$ cat src/rtl/prf_free_list.sv
// rtl/prf_free_list.sv - physical register free list: circular FIFO of free IDs plus in-list bitmap
module prf_free_list #(
  parameter int PRF_SIZE  = 16,
  parameter int ARCH_REGS = 4,
  localparam int IDW      = $clog2(PRF_SIZE)
) (
  input  logic                clk,
  input  logic                rst_n,
  input  logic                alloc_req,
  output logic                alloc_valid,
  output logic [IDW-1:0]      alloc_id,
  output logic                alloc_grant,
  input  logic                free_ena,
  input  logic [IDW-1:0]      free_id,
  output logic [IDW:0]        free_count,
  output logic [PRF_SIZE-1:0] in_list,
  output logic                err_overflow,
  output logic                err_double,
  input  logic                err_clr
);

  localparam logic [IDW:0]   FULL_CNT = (IDW+1)'(PRF_SIZE);
  localparam logic [IDW:0]   RST_CNT  = (IDW+1)'(PRF_SIZE - ARCH_REGS);
  localparam logic [IDW-1:0] RST_TAIL = IDW'(PRF_SIZE - ARCH_REGS);

  logic [IDW-1:0]      mem_q [PRF_SIZE];
  logic [IDW-1:0]      mem_d [PRF_SIZE];
  logic [IDW-1:0]      head_q, head_d;
  logic [IDW-1:0]      tail_q, tail_d;
  logic [IDW:0]        count_q, count_d;
  logic [PRF_SIZE-1:0] in_list_q, in_list_d;
  logic                err_overflow_q, err_overflow_d;
  logic                err_double_q, err_double_d;

  logic grant;
  logic accept;
  logic is_double;
  logic full;

  assign full      = (count_q == FULL_CNT);
  assign is_double = free_ena & in_list_q[free_id];
  assign accept    = free_ena & ~in_list_q[free_id] & ~full;
  // Gated by rst_n so an asserted reset never leaks a grant to rename.
  assign grant     = rst_n & alloc_req & (count_q != '0);

  always_comb begin
    for (int i = 0; i < PRF_SIZE; i++) mem_d[i] = mem_q[i];
    head_d         = head_q;
    tail_d         = tail_q;
    in_list_d      = in_list_q;
    count_d        = count_q;
    err_overflow_d = err_clr ? 1'b0 : err_overflow_q;
    err_double_d   = err_clr ? 1'b0 : err_double_q;

    if (grant) begin
      head_d                  = head_q + 1'b1;
      in_list_d[mem_q[head_q]] = 1'b0;
    end
    if (accept) begin
      mem_d[tail_q]      = free_id;
      tail_d             = tail_q + 1'b1;
      in_list_d[free_id] = 1'b1;
    end
    case ({accept, grant})
      2'b10:   count_d = count_q + 1'b1;
      2'b01:   count_d = count_q - 1'b1;
      default: count_d = count_q;
    endcase

    // Double-free outranks overflow; a new error beats a same-cycle clear.
    if (is_double) err_double_d = 1'b1;
    else if (free_ena && full) err_overflow_d = 1'b1;
  end

  always_ff @(posedge clk or negedge rst_n) begin
    if (!rst_n) begin
      for (int i = 0; i < PRF_SIZE; i++) begin
        mem_q[i]     <= (i < PRF_SIZE - ARCH_REGS) ? IDW'(ARCH_REGS + i) : '0;
        in_list_q[i] <= (i >= ARCH_REGS);
      end
      head_q         <= '0;
      tail_q         <= RST_TAIL;
      count_q        <= RST_CNT;
      err_overflow_q <= 1'b0;
      err_double_q   <= 1'b0;
    end else begin
      for (int i = 0; i < PRF_SIZE; i++) mem_q[i] <= mem_d[i];
      head_q         <= head_d;
      tail_q         <= tail_d;
      count_q        <= count_d;
      in_list_q      <= in_list_d;
      err_overflow_q <= err_overflow_d;
      err_double_q   <= err_double_d;
    end
  end

  assign alloc_valid  = (count_q != '0);
  assign alloc_id     = mem_q[head_q];
  assign alloc_grant  = grant;
  assign free_count   = count_q;
  assign in_list      = in_list_q;
  assign err_overflow = err_overflow_q;
  assign err_double   = err_double_q;

endmodule

$ cat config.mk
export PLATFORM = sky130hd
export DESIGN_NAME = prf_free_list
export DESIGN_NICKNAME = d
export VERILOG_FILES = /design/src/rtl/prf_free_list.sv
export SDC_FILE = /design/constraint.sdc
export NUM_CORES = 1
export LEC_CHECK = 0
export BUFFER_PORTS_ARGS = -buffer_cell sky130_fd_sc_hd__clkbuf_2
export CAP_MARGIN = 20
export CORE_MARGIN = 4
export CORE_UTILIZATION = 51
export DETAILED_ROUTE_END_ITERATION = 10
export GPL_ROUTABILITY_DRIVEN = 0
export HOLD_SLACK_MARGIN = 0.15
export PLACE_DENSITY = 0.75
export SKIP_LAST_GASP = 1
export SLEW_MARGIN = 15
export SYNTH_ARGS = -nofsm -noshare
export SYNTH_HDL_FRONTEND = slang
export SYNTH_SLANG_ARGS = --single-unit
$ cat constraint.sdc
create_clock -name clk -period 3.07 [get_ports clk]
set_input_delay 0 -clock clk [delete_from_list [all_inputs] [get_ports clk]]
set_output_delay 0 -clock clk [all_outputs]
set_load 0.1 [all_outputs]
==> results of run 1 <==
## routing by layer
layer	vias to the layer above	wire length [um]	part of all wire (%)
li1	1611	-	-
met1	1806	5380	46
met2	103	5560	47
met3	23	508	4.3
met4	0	289	2.5
met5	-	0	0
## worst max path at each step
stage | slack (ns) | to | depth (start not counted)
2_1_floorplan | -0.24 | free_count[4]$_DFFE_PN0P_ | 15
3_3_place_gp | 0.31 | free_count[4]$_DFFE_PN0P_ | 12
3_5_place_dp | 0.20 | free_count[4]$_DFFE_PN0P_ | 12
4_1_cts | 0.18 | free_count[4]$_DFFE_PN0P_ | 12
5_1_grt | 0.03 | free_count[4]$_DFFE_PN0P_ | 13
6_report | 0.21 | free_count[4]$_DFFE_PN0P_ | 12
## cell families after synthesis
group / share of synthesized area, %
XOR/XNOR: 2.07
AO/OA/AOI/OAI: 10.3
buffers and inverters: 3.84
flip-flops: 47.8
adder cells (fa/ha/maj): 1.97
multiplexers: 24.7
AND/OR/NAND/NOR: 9.32
## repair_timing
action	4_1_cts	5_1_grt
resized for setup	0	0
endpoints found under the hold margin	54	0
setup buffers	0	3
endpoints found under the setup margin	0	1
hold buffers	8	0
## cell usage after synthesis (4+ instances only)
| library cell | n |
|---|---|
| xnor2_1 | 6 |
| a211oi_1 | 7 |
| o31ai_1 | 8 |
| dfrtp_1 | 51 |
| nor2_1 | 9 |
| clkbuf_1 | 16 |
| nand2b_1 | 7 |
| a22oi_1 | 4 |
| o211ai_1 | 9 |
| nand3_1 | 7 |
| xor2_1 | 6 |
| a21oi_1 | 13 |
| or3_1 | 4 |
| mux4_2 | 11 |
| mux2_2 | 65 |
| mux4_1 | 4 |
| nor3_4 | 7 |
| o21ai_0 | 8 |
| mux2i_1 | 14 |
| ha_1 | 8 |
| nand2_1 | 22 |
| inv_1 | 23 |
| dfstp_2 | 44 |
| a221oi_1 | 4 |
| nor3_1 | 6 |
## final cells by class
cell class	count	area, um2
fillers	790	3910
multi-input cells	265	2510
flip-flops and latches	95	2470
repair buffers	62	413
well taps	133	166
clock buffers	12	135
inverters	24	103
clock inverters	4	31.3
## sequential cells by signal (all words and copies together) (netlist names)
name / flops
in_list: 16
tail_q: 4
free_count: 5
err_double: 1
err_overflow: 1
head_q: 4
mem_q: 64
## power breakdown
group	internal [mW]	total, mW	switching, mW
logic	1.03	3.26	2.23
clock network	0.300	0.729	0.429
registers	1.75	2.08	0.338
total	3.08	6.08	3.00
## worst max-delay path, stage by stage, from the launching register on
cell	delay (ns)
dfstp_2	0.39
mux4_1	0.55
mux2i_1	0.33
a22oi_4	0.09
nand2b_4	0.19
ha_4	0.21
xor2_1	0.17
ha_2	0.23
a21o_1	0.11
nand2_1	0.05
a21o_1	0.18
a31oi_1	0.16
xnor2_1	0.13
## through the flow
step	power [mW]	setup slack (ns)	cells	util (%)
detailed placement	5.30	0.199	568	57.1
global route	6.37	0.0318	595	59.9
floorplan	4.61	-0.240	408	-
CTS	6.06	0.180	592	59.6
finish	6.08	0.207	595	59.9
global placement	5.22	0.306	568	57.1
==> impl_results.md, run 1 <==
- Leading area contributor after synthesis: dfrtp_1
- Reg-to-reg startpoint: in_list[13]$_DFF_PN1_
- Wire per inst: 19.7 um
- Max Slew Vio Count: 0
- Vias per Instance: just under 6
- Crit path DAT: between 3 and 4 ns
- Met2 Track Usage GR: 33.6%
- Hold Path End: mem_q[48]$_DFFE_PN1P_
- Largest net degree at the start of global routing: 59
- Post-synth top flop: dfrtp_1
- Worst-margin pin slew: approximately 0.9 ns
- Initial antenna violation count: 0
- Port-buffer cells: 37
- Met1 usage: 30.1%
- Max cap viols: 0
- Layout cells sized above 1: between 40% and 50%
- Hold WC Path Type: input port to flop
- Sequential-to-total area share from yosys stat: between 40% and 50%
- Vias post-DR: 3543
- Synth Instances: roughly 410
- Outcome: finished, final reports clean
- DR DRC count: 0
- YS warnings: 0
- Worst Clk Skew: about 0.015 ns
- Peak Freq: 0.349 GHz
- Hold Path Cell Cnt: 3
- GRT Total Usage: a little over a fifth
- Clk slew on worst S/H paths: 0.09 ns
- Die Height: roughly 110 um
- Final setup vio count: 0
- Commonest non-fill, non-tap cell in the layout: mux2_2
- Maximum VDD drop: around 0.86 mV
- Synthesized flop and latch total: 95
- Pre-antenna DRT Iters: 4
- Hold WS: roughly 0.22 ns
- Pwr Density: 1040 nW/um2
- R2R cell count: 12
- Final Cycle Share: slightly above 90%
- Core Rows: 36
- Synth cell types: 53
- CTS buffer count: 9
- Critical Path End Type: flop
- Grt peak-use layer: met2
- Synth area leaders: dfrtp_1, dfstp_2, mux2_2, mux4_2, mux2i_1
- Slew HR: roughly 40%
- NumNets Final: between 400 and 500
- Die area: between 10000 and 15000 um2
- CORE AREA: around 9700 um2
- Worst EP required: ~3.4 ns
- Clock Path Buffers: 2
- Critical path fanouts, max: 9
- Hold Vio Cnt, Final: 0
- # diodes: 0
- Area Overhead vs Synth: 14.5%
- Final instance area: between 5000 and 6000 um2
- Share of flip-flops with an asynchronous set or reset: 100%
- Sink Count: 95
- Min-delay src: free_id[0]
- CTS root buffer: clkbuf_8
- Number of synthesized flops with an enable pin: 0
- CP Launch Point: in_list[13]$_DFF_PN1_
- Vias in the first global route: 3564
- Post-Route Setup TNS: 0 ns
- Effective utilization at floorplan: 52.3%
- Clk_lat worst skew: roughly 0.36 ns
- Mapped Avg Cell Area: between 10 and 15 um2
- RSZ-0062 raised after global routing: false
- Reg2reg end: free_count[4]$_DFFE_PN0P_
- Routed Antenna Nets: 0
- CTS H-tree depth: 3
- Crit Path Class: flop to flop
- Post-DP Area: 5560 um2
- Post-Syn Area: between 5000 and 6000 um2
- Crit path time final: approximately 2.9 ns
- First-pass GRT wire length: ~19000 um
- Lkg Pwr: 2.60 nW
- GR met3 Demand/Resource: 3.18%
- Worst setup SP type: flop
- TritonCTS clock tree: built
- Area share of the largest cell type after synthesis: 25.1%
- Net Count, Synth: about 430
- Die W: 108 um
- Initial DRC Count: around 190
- Internal reg-to-reg setup slack: around 0.21 ns
- IO Pins: 38
- Grt total ovfl: 0
- Post-Route WL: about 12000 um
- HPWL Detailed: about 8300 um
- Commonest non-fill, non-tap cells in the layout: mux2_2, dfrtp_1, dfstp_2, clkbuf_2, inv_1
Power figures use the tool's default switching activity.
==> run 2, diff against run 1 <==
RECOVER_POWER = 25   (was unset)
==> run 2 against run 1 <==
- register-to-register slack barely moved
- total power fell by 0.45%
- clock-buffer cell count is the same
- combinational power about the same
- design area down 0.54%
- critical path depth did not move
- non-clock buffer count is the same
- global-route usage unchanged
- hold slack got worse by 0.0024 ns
- maximum frequency barely moved
- setup slack got worse by 0.0021 ns
==> impl_results.md, run 2 (same netlist as run 1, synthesis figures left out) <==
- Die area: 11600 um2
- RSZ-0062 raised after global routing: false
- Critical path fanouts, max: 9
- Clock Path Buffers: 2
- Min-delay src: free_id[0]
- Final Power: a little over 6 mW
- Wire per inst: 19.8 um
- Hold Vio Cnt, Final: 0
- HPWL Detailed: 8270 um
- Fin cells: approximately 600
- Hold Path End: mem_q[48]$_DFFE_PN1P_
- Internal reg-to-reg setup slack: ~0.2 ns
- Worst Clk Skew: between 0.01 and 0.015 ns
- NumNets Final: ~470
- Internal power: 3.05 mW
- CTS buffer count: 9
- Max cap viols: 0
- # diodes: 0
- Clk slew on worst S/H paths: around 0.09 ns
- Vias in the first global route: about 3600
- Effective utilization at floorplan: between 50% and 60%
- Area Overhead vs Synth: 13.9%
- Worst setup SP type: flop
- Outcome: finished, final reports clean
- Clock power share: 12.1%
- Port-buffer cells: 37
- TritonCTS clock tree: built
- First-pass GRT wire length: roughly 19000 um
- Largest register FFs: between 60 and 70
- Core Rows: 36
- Critical Path End Type: flop
- Layout cells sized above 1: 41.3%
- CORE AREA: 9730 um2
- Lkg Pwr: roughly 2.5 nW
- Post-Route WL: ~12000 um
- Cell count after placement: ~570
- Initial antenna violation count: 0
- Psw: 3.00 mW
- CTS root buffer: clkbuf_8
- Switching Share: approximately half
- Slew HR: under 10%
- Routed Antenna Nets: 0
- Grt total ovfl: 0
- Hold Path Cell Cnt: 3
- Die Height: around 110 um
- Crit path DAT: 3.15 ns
- Commonest non-fill, non-tap cells in the layout: mux2_2, dfrtp_1, dfstp_2, clkbuf_1, inv_1
- Largest net degree at the start of global routing: slightly below 60
- Worst-margin pin slew: 1.40 ns
- Crit path time final: 2.87 ns
- Final core occ: roughly 60%
- Worst EP required: approximately 3.4 ns
- Pwr Density: ~1000 nW/um2
- GRT Total Usage: 21.7%
- Hold WS: ~0.22 ns
- Vias per Instance: about 6.0
- Peak Freq: between 0.3 and 0.4 GHz
- IO Pins: 38
- Sink Count: 95
- Area taken by multi-input logic gates: between 2000 and 3000 um2
- Vias post-DR: 3546
- Clk_lat worst skew: around 0.36 ns
- Commonest non-fill, non-tap cell in the layout: mux2_2
- Maximum VDD drop: 0.856 mV
- Die W: ~110 um
- Reg power frac: between 30% and 40%
- FF/Latch Area: roughly 2500 um2
- Largest register by flop count: mem_q
- Crit Path Class: flop to flop
- Max Slew Vio Count: 0
- Final Cycle Share: 93.3%
- R2R cell count: 12
- CTS H-tree depth: 3
- Pre-antenna DRT Iters: 4
- Final setup vio count: 0
- Hold WC Path Type: input port to flop
- Comb power frac: a little over half
- DR DRC count: 0
- Initial DRC Count: 188
- Reg-to-reg startpoint: in_list[13]$_DFF_PN1_
- Reg2reg end: free_count[4]$_DFFE_PN0P_
- Layout fillers: around 800
## run 2: power by group through the flow
stage / Clock (mW) / Sequential, mW / Combinational [mW]
after floorplan: 0 / 2.61 / 2.00
after global placement: 0 / 2.07 / 3.16
after detailed placement: 0 / 2.11 / 3.20
after CTS: 0.752 / 2.09 / 3.22
after global routing: 0.801 / 2.14 / 3.41
final: 0.730 / 2.09 / 3.23
## run 2: how the worst max path moves through the flow
stage / from / end / slack (ns) / depth (start not counted)
floorplan: free_count[2]$_DFFE_PN1P_ / free_count[4]$_DFFE_PN0P_ / -0.24 / 15
global placement: free_count[2]$_DFFE_PN1P_ / free_count[4]$_DFFE_PN0P_ / 0.31 / 12
detailed placement: free_count[2]$_DFFE_PN1P_ / free_count[4]$_DFFE_PN0P_ / 0.20 / 12
CTS: free_count[2]$_DFFE_PN1P_ / free_count[4]$_DFFE_PN0P_ / 0.18 / 12
global route: rst_n / free_count[4]$_DFFE_PN0P_ / 0.03 / 13
finish: in_list[13]$_DFF_PN1_ / free_count[4]$_DFFE_PN0P_ / 0.20 / 12
## run 2: worst max-delay path: stages, from the launching register on
cell      delay, ns
dfstp_2        0.39
mux4_1         0.55
mux2i_1        0.33
a22oi_4        0.09
nand2b_4       0.19
ha_4           0.21
xor2_1         0.17
ha_2           0.23
a21o_1         0.11
nand2_1        0.05
a21o_1         0.18
a31oi_1        0.16
xnor2_1        0.13
## run 2: area by class of cell
class | count | share of cell area, %
inverters | 24 | 1.77
clock inverters | 4 | 0.540
well taps | 133 | 2.87
repair buffers | 62 | 6.59
multi-input cells | 265 | 43.3
clock buffers | 12 | 2.33
flip-flops and latches | 95 | 42.6
## run 2: repair_timing
action                                  4_1_cts  5_1_grt
endpoints found under the setup margin        0        1
hold buffers                                  8        0
hold endpoints to repair                     54        0
resized for setup                             0        0
buffers inserted                              0        3
## run 2: per-layer routing
metal	GRT usage [%]	vias to the layer above	wire length, um
met2	33.6	101	5590
met3	3.18	19	537
li1	-	1606	-
met1	30.1	1820	5390
met5	0	-	0
met4	10.1	0	265
## run 2: per-stage QoR
step	TNS [ns]	setup WS, ns	instance area [um2]
global route	0	0.0326	5790
detailed placement	0	0.199	5560
finish	0	0.204	5790
floorplan	-0.328	-0.240	5210
global placement	0	0.306	5560
CTS	0	0.180	5800
